<file path="src/rtl/mcore_pkg.sv">
// mcore_pkg: shared state type and default sizing for the mining-core dispatcher.
package mcore_pkg;

   typedef enum logic [2:0] {
      IDLE,
      ISSUE,
      WAIT_LO,
      WAIT_HI,
      EVAL,
      FIN
   } dispatch_state_t;

   localparam int unsigned NONCE_W_DEFAULT = 32;
   localparam int unsigned TIMEOUT_DEFAULT = 1024;

endpackage

</file>
<file path="src/rtl/dispatch_nonce_gen.sv">
// dispatch_nonce_gen: nonce counter plus the registered random-data word sent to
// the core. The low NONCE_W bits of the held seed are offset by the counter.
module dispatch_nonce_gen
   import mcore_pkg::*;
#(
   parameter int unsigned NONCE_W = NONCE_W_DEFAULT
) (
   input  logic               clk_i,
   input  logic               rst_i,
   input  logic               load_i,
   input  logic               inc_i,
   input  logic               update_i,
   input  logic [255:0]       seed_i,
   output logic [NONCE_W-1:0] ctr_o,
   output logic [255:0]       rdata_o
);

   logic [NONCE_W-1:0] ctr_q, ctr_d;
   logic [255:0]       seed_q, seed_d;
   logic [255:0]       rdata_q, rdata_d;

   // Next counter/seed; the data word is formed from the next values so that it
   // is already correct in the cycle the start pulse goes out.
   always_comb begin
      ctr_d  = ctr_q;
      seed_d = seed_q;
      if (load_i) begin
         ctr_d  = '0;
         seed_d = seed_i;
      end else if (inc_i) begin
         ctr_d = ctr_q + NONCE_W'(1);
      end
      rdata_d                = seed_d;
      rdata_d[NONCE_W-1:0]   = seed_d[NONCE_W-1:0] + ctr_d;
   end

   // Counter, held seed and data word registers.
   always_ff @(posedge clk_i or posedge rst_i) begin
      if (rst_i) begin
         ctr_q   <= '0;
         seed_q  <= '0;
         rdata_q <= '0;
      end else begin
         ctr_q  <= ctr_d;
         seed_q <= seed_d;
         if (update_i) begin
            rdata_q <= rdata_d;
         end
      end
   end

   assign ctr_o   = ctr_q;
   assign rdata_o = rdata_q;

endmodule

</file>
<file path="src/rtl/mcore_dispatch.sv">
// mcore_dispatch: walks a nonce range on one mining core, one attempt per core
// completion, stopping on first hit, range exhaustion or host abort.
// Optional per-attempt watchdog: define MCORE_DISPATCH_TIMEOUT_EN.
module mcore_dispatch
   import mcore_pkg::*;
#(
   parameter int unsigned NONCE_W = NONCE_W_DEFAULT,
   parameter int unsigned TIMEOUT = TIMEOUT_DEFAULT
) (
   input  logic               i_clk,
   input  logic               i_reset,
   input  logic               i_go,
   input  logic               i_abort,
   input  logic [255:0]       i_rdata_seed,
   input  logic [NONCE_W-1:0] i_iter_limit,
   output logic               o_start,
   output logic [255:0]       o_rdata,
   input  logic               i_rf,
   input  logic               i_found,
   input  logic [255:0]       i_sha256,
   output logic               o_busy,
   output logic               o_done,
   output logic               o_hit,
   output logic               o_timeout,
   output logic [NONCE_W-1:0] o_hit_nonce,
   output logic [255:0]       o_hit_sha256,
   output logic [NONCE_W-1:0] o_attempts
);

   if (NONCE_W == 0 || NONCE_W > 64 || TIMEOUT == 0) begin : g_bad_param
      $error("mcore_dispatch: NONCE_W must be 1..64 and TIMEOUT at least 1");
   end

   dispatch_state_t    state_q, state_d;
   logic [NONCE_W-1:0] limit_q, attempts_q, hit_nonce_q, ctr;
   logic [255:0]       hit_sha_q;
   logic               hit_q;
   logic               go_start, capture, ctr_inc, rdata_upd, wd_fire;

`ifdef MCORE_DISPATCH_TIMEOUT_EN
   logic [31:0] wd_q;
   logic        timeout_q;
   logic        waiting;

   assign waiting = (state_q == WAIT_LO) || (state_q == WAIT_HI);
   // Fires only when nothing of higher priority (core ready, abort) happens.
   assign wd_fire = waiting && (wd_q == TIMEOUT - 1) && !i_abort &&
                    !((state_q == WAIT_HI) && i_rf);

   // Cycles spent waiting on the core during the current attempt.
   always_ff @(posedge i_clk or posedge i_reset) begin
      if (i_reset) begin
         wd_q <= '0;
      end else if (state_q == ISSUE) begin
         wd_q <= '0;
      end else if (waiting) begin
         wd_q <= wd_q + 32'd1;
      end
   end

   // Sticky watchdog flag for the current run.
   always_ff @(posedge i_clk or posedge i_reset) begin
      if (i_reset) begin
         timeout_q <= 1'b0;
      end else if (go_start) begin
         timeout_q <= 1'b0;
      end else if (wd_fire) begin
         timeout_q <= 1'b1;
      end
   end

   assign o_timeout = timeout_q;
`else
   assign wd_fire   = 1'b0;
   assign o_timeout = 1'b0;
`endif

   // State register.
   always_ff @(posedge i_clk or posedge i_reset) begin
      if (i_reset) begin
         state_q <= IDLE;
      end else begin
         state_q <= state_d;
      end
   end

   // Next state and datapath strobes.
   always_comb begin
      state_d  = state_q;
      go_start = 1'b0;
      capture  = 1'b0;
      ctr_inc  = 1'b0;
      unique case (state_q)
         IDLE: begin
            if (i_go) begin
               go_start = 1'b1;
               state_d  = (i_iter_limit == '0) ? FIN : ISSUE;
            end
         end
         ISSUE: begin
            state_d = i_abort ? FIN : WAIT_LO;
         end
         WAIT_LO: begin
            if (i_abort || wd_fire) begin
               state_d = FIN;
            end else if (!i_rf) begin
               state_d = WAIT_HI;
            end
         end
         WAIT_HI: begin
            // A completion seen together with abort is still recorded.
            if (i_rf) begin
               capture = 1'b1;
               state_d = i_abort ? FIN : EVAL;
            end else if (i_abort || wd_fire) begin
               state_d = FIN;
            end
         end
         EVAL: begin
            if (i_abort || hit_q || (attempts_q == limit_q)) begin
               state_d = FIN;
            end else begin
               ctr_inc = 1'b1;
               state_d = ISSUE;
            end
         end
         FIN: begin
            state_d = IDLE;
         end
         default: begin
            state_d = IDLE;
         end
      endcase
      rdata_upd = (state_d == ISSUE);
   end

   // Handshake and status outputs decoded from the state.
   always_comb begin
      o_start = (state_q == ISSUE);
      o_busy  = (state_q != IDLE);
      o_done  = (state_q == FIN);
   end

   // Run parameters, attempt count and hit capture.
   always_ff @(posedge i_clk or posedge i_reset) begin
      if (i_reset) begin
         limit_q     <= '0;
         attempts_q  <= '0;
         hit_q       <= 1'b0;
         hit_nonce_q <= '0;
         hit_sha_q   <= '0;
      end else begin
         if (go_start) begin
            limit_q    <= i_iter_limit;
            attempts_q <= '0;
            hit_q      <= 1'b0;
         end
         if (capture) begin
            attempts_q <= attempts_q + NONCE_W'(1);
            if (i_found) begin
               hit_q       <= 1'b1;
               hit_nonce_q <= ctr;
               hit_sha_q   <= i_sha256;
            end
         end
      end
   end

   dispatch_nonce_gen #(
      .NONCE_W (NONCE_W)
   ) u_nonce_gen (
      .clk_i    (i_clk),
      .rst_i    (i_reset),
      .load_i   (go_start),
      .inc_i    (ctr_inc),
      .update_i (rdata_upd),
      .seed_i   (i_rdata_seed),
      .ctr_o    (ctr),
      .rdata_o  (o_rdata)
   );

   assign o_hit        = hit_q;
   assign o_hit_nonce  = hit_nonce_q;
   assign o_hit_sha256 = hit_sha_q;
   assign o_attempts   = attempts_q;

endmodule

</file>
<file path="config.mk">
export PLATFORM = sky130hd
export DESIGN_NAME = mcore_dispatch
export DESIGN_NICKNAME = d
export VERILOG_FILES = /design/src/rtl/mcore_pkg.sv /design/src/rtl/dispatch_nonce_gen.sv /design/src/rtl/mcore_dispatch.sv
export SDC_FILE = /design/constraint.sdc
export NUM_CORES = 2
export LEC_CHECK = 0
export ABC_AREA = 0
export ABC_CLOCK_PERIOD_IN_PS = 48300
export CAP_MARGIN = 25
export CORE_AREA = 2 2 435 437
export CTS_CLUSTER_DIAMETER = 50
export DETAILED_ROUTE_END_ITERATION = 6
export DIE_AREA = 0 0 437 439
export PLACE_DENSITY = 0.38
export SETUP_SLACK_MARGIN = 0.4
export SYNTH_ARGS = -nofsm -noshare
export SYNTH_HDL_FRONTEND = slang
export SYNTH_SLANG_ARGS = --single-unit
</file>
<file path="constraint.sdc">
create_clock -name i_clk -period 48.3 [get_ports i_clk]
set_clock_uncertainty 0.15 [all_clocks]
set_input_delay 9.66 -clock i_clk [delete_from_list [all_inputs] [get_ports i_clk]]
set_output_delay 9.66 -clock i_clk [all_outputs]
set_load 0.02 [all_outputs]
</file>
== Word level (Yosys, flattened, before mapping) ==
Index checks and enable logic that the tools add are counted.

* Reductions and logical operators: 7
* Equal/unequal tests: 7
* Muxes and demuxes: 24
* Add/sub/neg operators: 3

{| class="wikitable"
|+ Operators by type and width
! kind !! count
|-
| 2-to-1 mux 256 bit || 1
|-
| 2-to-1 mux 32 bit || 4
|-
| adder 32 x 1 -> 32 bit (second input constant) || 2
|-
| adder 32 bit || 1
|-
| == test 32 bit || 1
|-
| logical NOT 32 bit || 1
|-
| 2-to-1 mux 3 bit || 8
|-
| one-hot mux 3 bit (5 select lines) || 1
|-
| 2-to-1 mux 1 bit || 10
|-
| == test 3 x 1 -> 1 bit (second input constant) || 2
|-
| == test 3 x 2 -> 1 bit (second input constant) || 2
|-
| == test 3 bit (second input constant) || 2
|-
| logical NOT 3 bit || 1
|-
| nonzero test 3 bit || 1
|-
| logical OR 1 bit || 2
|-
| AND reduction 2 bit || 1
|-
| nonzero test 2 bit || 1
|}

* Bits of input ports: 550
* Flip-flop bits (word level): 900
* Logic and storage cells: 50
* Output and inout port bits: 581

== Logic depth before layout (Yosys ltp) ==
* Depth after elaboration: 7
* Gate-level depth with buffers: 20

== By module ==
A second synthesis with hierarchy kept.

* Cells, all modules: 2981
* Area total of the unflattened synthesis: 36441.2 µm²

{| class="wikitable"
|+ By module, submodules not included
! module !! area each (µm²) !! seq. area each (µm²) !! instances !! cells an instance
|-
| dispatch_nonce_gen || 22221.3 || 13613.1 || 1 || 1995
|-
| mcore_dispatch || 14219.9 || 8908.5 || 1 || 986
|}

== Worst setup path after synthesis ==
OpenSTA, ideal clock, no wires.

* Kind: input-to-reg
* From: input i_go
* To: register u_nonce_gen.rdata_q[22], in the netlist u_nonce_gen.rdata_o[22]
* Required time: 48.017 ns
* Buffers on the path: 3
* Library setup time: 0.133 ns
* Arrival time: 12.912 ns
* Cell stages on the path: 15
* Setup slack: 35.105 ns
* Cells stage by stage: inv_1 > nor2_1 > clkbuf_1 > clkbuf_1 > clkbuf_1 > nor2_1 > ha_1 > a21oi_1 > o21ai_0 > a2111o_1 > o21a_1 > or2_2 > a31oi_1 > xor2_1 > o21ai_0

* Cells in the longest elaborated chain, start to end: 4
* Elaborated cells on any way between the ends: 8
* Classes of those cells: add/sub (1); eq/ne (1); mux (6)

{| class="wikitable"
|+ RTL lines
! what !! line !! text
|-
| start: declaration || mcore_dispatch.sv:12 || <nowiki>input logic i_go,</nowiki>
|-
| 2-to-1 mux 1 bit || mcore_dispatch.sv:95 || <nowiki>if (i_go) begin</nowiki>
|-
| 2-to-1 mux 1 bit || mcore_dispatch.sv:93 || <nowiki>unique case (state_q)</nowiki>
|-
| 2-to-1 mux 32 bit || dispatch_nonce_gen.sv:27 || <nowiki>if (load_i) begin</nowiki>
|-
| net u_nonce_gen.ctr_d[13] || dispatch_nonce_gen.sv:18 || <nowiki>logic [NONCE_W-1:0] ctr_q, ctr_d;</nowiki>
|-
| adder 32 bit || dispatch_nonce_gen.sv:34 || <nowiki>rdata_d[NONCE_W-1:0] = seed_d[NONCE_W-1:0] + ctr_d;</nowiki>
|-
| end signal: assignment || dispatch_nonce_gen.sv:47 || <nowiki>rdata_q <= rdata_d;</nowiki>
|-
| end: declaration || dispatch_nonce_gen.sv:20 || <nowiki>logic [255:0] rdata_q, rdata_d;</nowiki>
|}

The timed path passes the listed nets, and every way through them passes these cells.
A chain may end at the register's enable or synchronous reset.

== Worst setup path in the final report ==
* From: input i_go
* To: register u_nonce_gen.rdata_q[31], in the netlist u_nonce_gen.rdata_o[31]

* Cells in the longest elaborated chain, start to end: 4
* Elaborated cells on any way between the ends: 8
* Classes of those cells: add/sub (1); eq/ne (1); mux (6)

{| class="wikitable"
|+ RTL lines
! what !! line !! text
|-
| 2-to-1 mux 1 bit || mcore_dispatch.sv:95 ||
|-
| 2-to-1 mux 1 bit || mcore_dispatch.sv:93 ||
|-
| 2-to-1 mux 256 bit || dispatch_nonce_gen.sv:27 ||
|-
| net u_nonce_gen.seed_d[6] || dispatch_nonce_gen.sv:19 || <nowiki>logic [255:0] seed_q, seed_d;</nowiki>
|-
| adder 32 bit || dispatch_nonce_gen.sv:34 ||
|}

The timed path passes the listed nets, and every way through them passes these cells.

==> reports/results.ini <==
[worst_setup_path]
critical_path_required_ns = 48.77
r2r-start = state_q[2]
crit_fanout = 79
rrSetupSlack_ns = 42.67
startpoint_type = primary input
crit_start = i_go
cp-end-kind = register
critPathKind = primary input to register
cp_data_arrival_time_ns = 14.60

[final_layout]
multi_input_area_um2 = 12800
nFillCells = 19400
final_cell_mix = clkdlybuf4s50_1 (1129), nand2_1 (949), dfrtp_1 (900)
syn2layout_area_growth_pct = 53.1
drive_gt1_share_pct = 16.9
final_common_cell = clkdlybuf4s50_1
fin_nets = 4788
final-seq-area_um2 = 22500

[place]
gp_congestion = 0.793
io_buffer_count = 1129
place.detailed.hpwl_mm = 119

[hold_path]
hold_path_class = register to register
worstHoldStart = u_nonce_gen.seed_q[229]

[pwr]
power_uw = 3740
ir_drop_mv = 0.0322
leakagePower_uw = 0.0252
power_density_nw_per_um2 = 67.6

[yosys]
synthArstFlopShare_pct = 100
post-synth-top-area-fraction_pct = 62.4
synth_area_leader_cell = dfrtp_1
yosysWarnings = 0
ys_ff_latch = 900
syn_nets = 3617
synth_area_um2 = 36100
synth-edff-count = 0
netlist_instances = 3033
ys.flop_type = dfrtp_1
yosysSeqAreaShare_pct = 62.4
avgSynthCellArea_um2 = 11.9
ys_top_cells_by_area = dfrtp_1 (62%), mux2_2 (13%), nand2_1 (9.9%)
netlist-cell-type-count = 62

[floorplan]
fp.dieW_um = 437
ios = 1131
start_util_pct = 19.3
coreArea_um2 = 187000
die-area_um2 = 192000
num_rows = 159
fp.dieH_um = 439

[clock_tree]
post_cts_buffers = 0
cts.repair.resized = 0
cts_root_buf = clkbuf_16
cts.sinks = 900
clkTransAtPathRegs_ns = 0.05
cts_hold_buf = 0
numCtsBuffers = 149
cts.htree.levels = 4
clock_path_buffers = 3
insertion_delay_ns = 0.79
cts_tree = done

[status]
status = completed

[sta]
finalSetupTns_ns = 0
post-route-period-util_pct = 29.3
drv_slew = 0
relSlewSlack_pct = 33.1
period_needed_ns = 14.13
finalSetupViolations = 0
max_slew.worst_pin.slew_ns = 1.00
max_freq_ghz = 0.0708
rsz0062_at_grt = no
final_hold_viol_count = 0

[global_routing]
grt_max_degree = 131
grt_usage_pct = 15.9
grt_pass1_wl_mm = 220
overflow = 0
antenna_found_initial = 52
grt_pass1_vias = 28400

[detailed_routing]
postRouteAntennaNets = 0
via_count = 27100
dr.first_iter.drc_count = 1280
drt_first_pass_iters = 7
post_drt_wl_per_cell_um = 22.8
vias_per_cell = 3.97
drc = 0
routed_wl_mm = 155

[run]
cap_violations = 0

==> Yosys cell counts (4+ instances only) <==
library cell and number:
o21a_1 5, ha_1 33, nand4_1 17, nor2_1 53, o21ai_1 5, and3_1 19, xnor2_1 27, buf_2 13
or3_1 7, mux2i_1 7, a21o_1 9, o21ai_0 73, mux2_2 430, nor3_1 18, mux2_1 79, buf_6 22
o211ai_1 11, inv_1 18, clkbuf_1 101, nor4_1 20, and2_1 6, and4_1 5, nand2_1 950, xor2_1 57
a211oi_1 4, nand2b_1 6, dfrtp_1 900, a31oi_1 4, a21oi_1 30, nand3_1 43, o31ai_1 11
==> where the power goes <==
group / leakage, µW / switching [µW] / internal (µW) / total [µW]
clock: 0.00248 / 412 / 676 / 1090
sequential: 0.0115 / 143 / 1060 / 1200
combinational: 0.0111 / 799 / 649 / 1450
==> registers in the layout (all words and copies together), names as in the netlist <==
register	count
limit_q	32
state_q	3
o_hit	1
o_hit_nonce	32
o_hit_sha256	256
o_attempts	32
u_nonce_gen.seed_q	256
u_nonce_gen.ctr_o	32
u_nonce_gen.rdata_o	256
==> final timing paths <==
check,end,depth (start not counted)
max reg2reg,u_nonce_gen.rdata_o[31],15
min,u_nonce_gen.seed_q[229],2
max in group asynchronous,o_hit_sha256[136],7
min in group asynchronous,u_nonce_gen.rdata_o[211],2
max,u_nonce_gen.rdata_o[31],16
min reg2reg,u_nonce_gen.seed_q[229],2
==> critical path, stage by stage <==
cell and delay, ns:
clkdlybuf4s50_1 0.49, inv_1 0.08, nor2_4 0.11, buf_4 0.71, buf_4 0.82, nand2_1 0.11, nand2_1 0.12, ha_1 0.30
a2111oi_0 0.37, o21ai_0 0.19, nand2_1 0.11, o21ai_1 0.15, o41ai_1 0.73, o21ai_0 0.24, xnor2_1 0.18, o21ai_0 0.08
==> logic make-up after synthesis <==
| family | share of synthesized area (%) |
|---|---|
| simple gates | 13.0 |
| flops | 62.4 |
| mux | 16.1 |
| compound gates | 3.12 |
| buf+inv | 2.18 |
| xor+xnor | 2.04 |
| fa+ha+maj | 1.20 |
| other cells | 0.0104 |
==> stage by stage <==
step / cell area (µm²) / utilization [%] / setup slack, ns / cells / hold slack [ns]
2_1_floorplan: 36100 / - / 13.19 / 3033 / 0.284
3_3_place_gp: 50100 / 26.8 / 33.13 / 6547 / 0.300
3_5_place_dp: 50100 / 26.8 / 33.23 / 6547 / 0.301
4_1_cts: 55200 / 29.5 / 34.09 / 6820 / 0.314
5_1_grt: 55200 / 29.5 / 33.67 / 6826 / 0.326
6_report: 55200 / 29.5 / 34.17 / 6828 / 0.312
==> final cells by class <==
class / instances / share of cell area, %
antenna: 7 / 0.0317
sequential: 900 / 40.8
multi-input combinational: 1974 / 23.2
clock inverter: 81 / 1.74
inverter: 18 / 0.136
clock buffer: 192 / 7.53
tap: 2495 / 5.65
timing repair buffer: 1161 / 21.0
==> metal layers <==
metal  track usage (%)  wire [µm]  vias to the layer above  share of wire, %
met4              5.03       4610                        8               3.0
met2              27.6      79100                      855                51
li1                  -          -                    12600                 -
met1              18.6      61600                    13400                40
met5                 0         53                        -             0.034
met3              4.87      10100                      259               6.5
Note: power is estimated with default switching activity, not from simulation.
